`config.mk`:
```
export PLATFORM = sky130hd
export DESIGN_NAME = mc_ctrl
export DESIGN_NICKNAME = d
export VERILOG_FILES = /design/src/rtl/mc_ctrl.sv
export SDC_FILE = /design/constraint.sdc
export NUM_CORES = 1
export LEC_CHECK = 0
export CAP_MARGIN = 0
export CELL_PAD_IN_SITES_DETAIL_PLACEMENT = 2
export CELL_PAD_IN_SITES_GLOBAL_PLACEMENT = 2
export CORE_UTILIZATION = 23
export DETAILED_ROUTE_END_ITERATION = 6
export PLACE_DENSITY = 0.86
export SYNTH_ARGS = -nofsm -noshare
export SYNTH_HDL_FRONTEND = slang
export SYNTH_SLANG_ARGS = --single-unit
```
`constraint.sdc`:
```
create_clock -name clk -period 3.65 [get_ports clk]
set_input_delay 0.5475 -clock clk [delete_from_list [all_inputs] [get_ports clk]]
set_output_delay 0.5475 -clock clk [all_outputs]
set_load 0.02 [all_outputs]
```
`src/rtl/mc_ctrl.sv`:
```
`default_nettype none
// ============================================================================
// mc_ctrl : multicycle ARM control unit (FSM, decoder, NZCV flags, condition)
// Optional macro MC_CTRL_ILLEGAL_TRAP_EN : illegal decodes enter a sticky TRAP
// Revision 1.0
// ============================================================================
module mc_ctrl (
   input  logic        clk,
   input  logic        reset,
   input  logic [31:0] Instr,
   input  logic [3:0]  ALUFlags,
   output logic        PCWrite,
   output logic        MemWrite,
   output logic        RegWrite,
   output logic        IRWrite,
   output logic        AdrSrc,
   output logic [1:0]  RegSrc,
   output logic [1:0]  ALUSrcA,
   output logic [1:0]  ALUSrcB,
   output logic [1:0]  ResultSrc,
   output logic [1:0]  ImmSrc,
   output logic [1:0]  ALUControl,
   output logic        Illegal
);

   typedef enum logic [3:0] {
      FETCH  = 4'd0,
      DECODE = 4'd1,
      MEMADR = 4'd2,
      MEMRD  = 4'd3,
      MEMWB  = 4'd4,
      MEMWR  = 4'd5,
      EXECR  = 4'd6,
      EXECI  = 4'd7,
      ALUWB  = 4'd8,
      BRANCH = 4'd9
`ifdef MC_CTRL_ILLEGAL_TRAP_EN
      ,TRAP  = 4'd10
`endif
   } state_t;

`ifdef MC_CTRL_ILLEGAL_TRAP_EN
   localparam state_t ILL_NEXT = TRAP;
`else
   localparam state_t ILL_NEXT = FETCH;
`endif

   typedef struct packed {
      logic       irw;
      logic       pcw;
      logic       adr;
      logic       regw;
      logic       memw;
      logic       aluop;
      logic       branch;
      logic [1:0] srca;
      logic [1:0] srcb;
      logic [1:0] res;
   } ctl_t;

   function automatic ctl_t moore(input state_t s);
      ctl_t c;
      c = '0;
      case (s)
         FETCH:  begin c.irw = 1'b1; c.pcw = 1'b1; c.srca = 2'b01; c.srcb = 2'b10; c.res = 2'b10; end
         DECODE: begin c.srca = 2'b01; c.srcb = 2'b10; c.res = 2'b10; end
         MEMADR: c.srcb = 2'b01;
         MEMRD:  c.adr = 1'b1;
         MEMWB:  begin c.res = 2'b01; c.regw = 1'b1; end
         MEMWR:  begin c.adr = 1'b1; c.memw = 1'b1; end
         EXECR:  c.aluop = 1'b1;
         EXECI:  begin c.srcb = 2'b01; c.aluop = 1'b1; end
         ALUWB:  c.regw = 1'b1;
         BRANCH: begin c.srcb = 2'b01; c.res = 2'b10; c.branch = 1'b1; end
         default: c = '0;
      endcase
      return c;
   endfunction

   logic [1:0] op;
   logic [5:0] funct;
   logic [3:0] rd;
   logic [3:0] cond;
   logic [3:0] cmd;
   logic       s_bit;
   logic       dp_ok;
   logic       cond_ex;
   logic       n_f, z_f, c_f, v_f;
   logic [1:0] alu_dec;

   state_t     state_q, state_d;
   ctl_t       ctl_q, ctl_d;
   logic [3:0] flags_q, flags_d;
   logic       condexr_q, condexr_d;
   logic       illegal_q, illegal_d;

   logic       unused_ok;
   assign unused_ok = ^Instr[11:0];

   always_comb begin
      op      = Instr[27:26];
      funct   = Instr[25:20];
      rd      = Instr[15:12];
      cond    = Instr[31:28];
      cmd     = funct[4:1];
      s_bit   = funct[0];
      dp_ok   = (cmd == 4'b0100) || (cmd == 4'b0010) || (cmd == 4'b0000) || (cmd == 4'b1100);
      {n_f, z_f, c_f, v_f} = flags_q;

      case (cond)
         4'b0000: cond_ex = z_f;
         4'b0001: cond_ex = !z_f;
         4'b0010: cond_ex = c_f;
         4'b0011: cond_ex = !c_f;
         4'b0100: cond_ex = n_f;
         4'b0101: cond_ex = !n_f;
         4'b0110: cond_ex = v_f;
         4'b0111: cond_ex = !v_f;
         4'b1000: cond_ex = c_f && !z_f;
         4'b1001: cond_ex = !c_f || z_f;
         4'b1010: cond_ex = (n_f == v_f);
         4'b1011: cond_ex = (n_f != v_f);
         4'b1100: cond_ex = !z_f && (n_f == v_f);
         4'b1101: cond_ex = z_f || (n_f != v_f);
         4'b1110: cond_ex = 1'b1;
         default: cond_ex = 1'b0;
      endcase

      case (cmd)
         4'b0010: alu_dec = 2'b01;
         4'b0000: alu_dec = 2'b10;
         4'b1100: alu_dec = 2'b11;
         default: alu_dec = 2'b00;
      endcase

      state_d = state_q;
      case (state_q)
         FETCH:  state_d = DECODE;
         DECODE: begin
            case (op)
               2'b01:   state_d = MEMADR;
               2'b10:   state_d = BRANCH;
               2'b00:   state_d = !dp_ok ? ILL_NEXT : (funct[5] ? EXECI : EXECR);
               default: state_d = ILL_NEXT;
            endcase
         end
         MEMADR: state_d = funct[0] ? MEMRD : MEMWR;
         MEMRD:  state_d = MEMWB;
         MEMWB:  state_d = FETCH;
         MEMWR:  state_d = FETCH;
         EXECR:  state_d = ALUWB;
         EXECI:  state_d = ALUWB;
         ALUWB:  state_d = FETCH;
         BRANCH: state_d = FETCH;
`ifdef MC_CTRL_ILLEGAL_TRAP_EN
         TRAP:   state_d = TRAP;
`endif
         default: state_d = FETCH;
      endcase
      ctl_d = moore(state_d);

      // Flag writes use the condition latched at DECODE, not the live flags.
      flags_d = flags_q;
      if (ctl_q.aluop && s_bit && condexr_q) begin
         flags_d[3:2] = ALUFlags[3:2];
         if (cmd == 4'b0100 || cmd == 4'b0010)
            flags_d[1:0] = ALUFlags[1:0];
      end

      condexr_d = (state_q == DECODE) ? cond_ex : condexr_q;
`ifdef MC_CTRL_ILLEGAL_TRAP_EN
      illegal_d = illegal_q || (state_d == TRAP);
`else
      illegal_d = 1'b0;
`endif
   end

   always_ff @(posedge clk) begin
      if (!reset) begin
         state_q   <= FETCH;
         ctl_q     <= moore(FETCH);
         flags_q   <= 4'b0000;
         condexr_q <= 1'b0;
         illegal_q <= 1'b0;
      end else begin
         state_q   <= state_d;
         ctl_q     <= ctl_d;
         flags_q   <= flags_d;
         condexr_q <= condexr_d;
         illegal_q <= illegal_d;
      end
   end

   always_comb begin
      IRWrite    = reset & ctl_q.irw;
      RegWrite   = reset & ctl_q.regw & condexr_q;
      MemWrite   = reset & ctl_q.memw & condexr_q;
      PCWrite    = reset & (ctl_q.pcw | (ctl_q.branch & condexr_q) |
                            (ctl_q.regw & condexr_q & (rd == 4'd15)));
      AdrSrc     = ctl_q.adr;
      ALUSrcA    = ctl_q.srca;
      ALUSrcB    = ctl_q.srcb;
      ResultSrc  = ctl_q.res;
      ImmSrc     = op;
      RegSrc     = {op == 2'b01, op == 2'b10};
      ALUControl = ctl_q.aluop ? alu_dec : 2'b00;
`ifdef MC_CTRL_ILLEGAL_TRAP_EN
      Illegal    = illegal_q;
`else
      Illegal    = 1'b0;
`endif
   end

endmodule
`default_nettype wire

```
==> metrics <==
Iter 0 DRT Violations 37; Post-synth top flop dfxtp_1; Final Hold Violating Endpoints 0; Setup crit end PCWrite; period utilisation layout 0.7614; via count 1059; Worst R2R Path Depth 5; power share of the clock group 0.398; Max Freq 359.8 MHz; final core occ 0.3440; first-pass GRT wire length 5706 um; Pre-antenna DRT Iters 5; crit-path most repeated cell clkdlybuf4s50_1; Layout Skew 0.004892 ns; initial core utilization 0.2469; Worst-path clk slew 0.08 ns; share of the synthesized area in the top cell type 0.3624; fin cells 216; r2r endpoint ctl_q[12]; P&R area growth vs syn 39.30%; clk_lat worst skew 0.28 ns; CP max FO 13; DIE AREA 5084 um2; Worst Path Buf+Inv 2; Core Region 4474 um2; Setup Total Neg Slack 0 ns; RSZ-0062 raised after global routing false; antenna violations before repair 0; WP depth 4; max-cap viol count 0; Synth Area in Compound Gates 0.1518; worst-margin pin slew 0.5797 ns; CP delay by family, top buffers and inverters; Synth Area in Adders 0; Post-synth ARST share 0; P_sw 148.4 uW; root buffer cell clkbuf_8; post-synthesis simple-gate area fraction 0.2729; dpl cells 212; largest cells by area after synthesis dfxtp_1 36%, mux2i_1 6.3%, buf_4 6.1%, nand2b_1 4.0%, nor2_1 3.7%; register share of total power 0.406; R2R setup slack 1.75 ns; gr usage total 0.1467; postcts setup bufs 0; Post-CTS Hold Buffers 0; ANT nets after route 0; routability congestion estimate 0.7813; Syn. warnings 0; Fillers 498; Worst Hold Class reg2reg; Post-Synth XOR/XNOR Area 0.03964; via density per instance 4.903; mux contribution to synthesized area 0.07701; largest net degree at the start of global routing 14; vias in the first global route 1158; Netlist cell types 38; final setup fails 0; largest family of logic cells by synthesized area simple AND/OR/NAND/NOR gates; switching part of the total 0.2562; Final HPWL DP 2583 um; Mean Syn Cell Area 8.307 um2; Synth area leader dfxtp_1; max-slew violation count 0; Site Rows 24; I/O pin cnt 56; Die Wd 71.31 um; outcome complete, but fails checks; CP endpoint kind output port; pwr dens 376.3 nW/um2; combinational share of power 0.196; CTS sink cnt 20; worst hold start flags_q[1]; Num CTS Buffers 3; min cycle time layout 2.779 ns; Seq/Total Area, Yosys 0.3624; CP max stage cell clkdlybuf4s50_1; failing checks DRC; fin nets 203; average wire per standard cell 15.82 um; critical-path cell list clkdlybuf4s50_1 -> and2_1 -> o21bai_1 -> clkdlybuf4s50_1; H-tree Lvls 1; Setup WS post-layout 0.8709 ns; Post-Synthesis Cells 133; critical path arrival 2.23 ns; #FFs+latches synth 20; residual DRC count 4; drt total wl 3417 um; mapped cell area 1105 um2; slowest cell delay on critical path 0.73 ns; leading cell type by number of instances after synthesis dfxtp_1; maximum clock path buffer count 2; dpl ws 0.8439 ns; EDFF count, synth 0; RR Startpoint state_q[1]; layout cells sized above 1 0.04268; top cells by instance count after synthesis 20 x dfxtp_1, 11 x nor2_1, 9 x buf_4; P_leak 0.0006244 uW; Req. time, crit path 3.10 ns; TritonCTS clock tree done; Pint 430.7 uW; Slew HR 0.6094; die span in y 71.31 um; CP startpoint kind input port; IR Drop Worst-Case VDD 0.0001288 V; grt ovf 0; CTS resizes 0; CP startpoint reset; Setup CP Type in2out; number of diodes 0; Port Buffers 37
==> flip-flops by register name (all words and copies together) (netlist names) <==
register and cells:
flags_q 4, ALUSrcB 2, state_q 4, ALUSrcA 1
ctl_q 5, ResultSrc 2, condexr_q 1, AdrSrc 1
==> kinds of logic (layout without fill, tap and decap cells) <==
logic type	after synthesis	count (layout)
xor gates and xnor gates	5	5
muxes	8	8
AOI/OAI and AO/OA	25	25
buffers and inverters	18	48
other	1	2
DFF	20	20
and+or+nand+nor	56	56
==> area by class of cell <==
cell class | count | area, um2 | area share
clock buffer | 3 | 41.29 | 0.02683
clock inverter | 1 | 30.03 | 0.01951
inverter | 7 | 26.28 | 0.01707
multi-input combinational | 96 | 605.6 | 0.3935
sequential | 20 | 400.4 | 0.2602
tap | 52 | 65.06 | 0.04228
timing repair buffer | 37 | 370.4 | 0.2406
==> routing by layer <==
| layer | routed length [um] | track usage | vias up |
|---|---|---|---|
| li1 | - | - | 517 |
| met1 | 1470 | 0.1636 | 507 |
| met2 | 1726 | 0.2656 | 29 |
| met3 | 166 | 0.04079 | 6 |
| met4 | 53 | 0.05333 | 0 |
| met5 | 0 | 0 | - |
==> worst reg2reg max path: cells and delay by family, from the launching register on <==
kind	cells	cell delay [ns]
simple gates	3	0.99
compound gates	2	0.40
flops	1	0.38
==> per-stage QoR <==
| step | cell area [um2] | total power [uW] | hold slack, ns |
|---|---|---|---|
| after detailed placement | 1468 | 353.2 | 0.5427 |
| after CTS | 1539 | 584.1 | 0.5567 |
| after global placement | 1468 | 348.0 | 0.5107 |
| after floorplan | 1109 | 302.2 | 0.4780 |
| final | 1539 | 579.1 | 0.5481 |
| after global routing | 1539 | 603.1 | 0.5879 |
==> cell usage in the layout (no fill, tap or decap), drive strengths merged <==
cell type,n
xnor2,4
o221ai,1
conb,2
a311oi,1
mux2,1
mux2i,7
nand3b,2
inv,7
or4,1
nand4,1
or3b,1
or3,1
a32o,1
o21ai,8
nand2b,7
o21a,2
clkbuf,3
and3,4
dfxtp,20
nor2,12
and2,2
nor2b,5
o21bai,2
o2bb2ai,1
nand3,2
a21o,1
bufinv,1
a31oi,3
and3b,1
nor4,3
o31ai,2
a221o,1
nor3,6
clkdlybuf4s50,37
a21oi,2
nand2,8
xor2,1
==> power by group through the flow <==
stage,combinational (uW),clock [uW],sequential (uW)
after floorplan,64.2,0,238
after global routing,123,244,236
final,113,230,235
after detailed placement,113,0,240
after global placement,109,0,239
after CTS,114,235,235
==> how the worst min path moves through the flow <==
stage | end | slack [ns] | depth (start not counted)
finish | flags_q[1] | 0.55 | 2
global route | flags_q[1] | 0.59 | 2
CTS | flags_q[1] | 0.56 | 2
detailed placement | flags_q[1] | 0.54 | 2
global placement | flags_q[1] | 0.51 | 2
floorplan | flags_q[1] | 0.48 | 2
No activity file was read; power rests on OpenSTA's default activity.
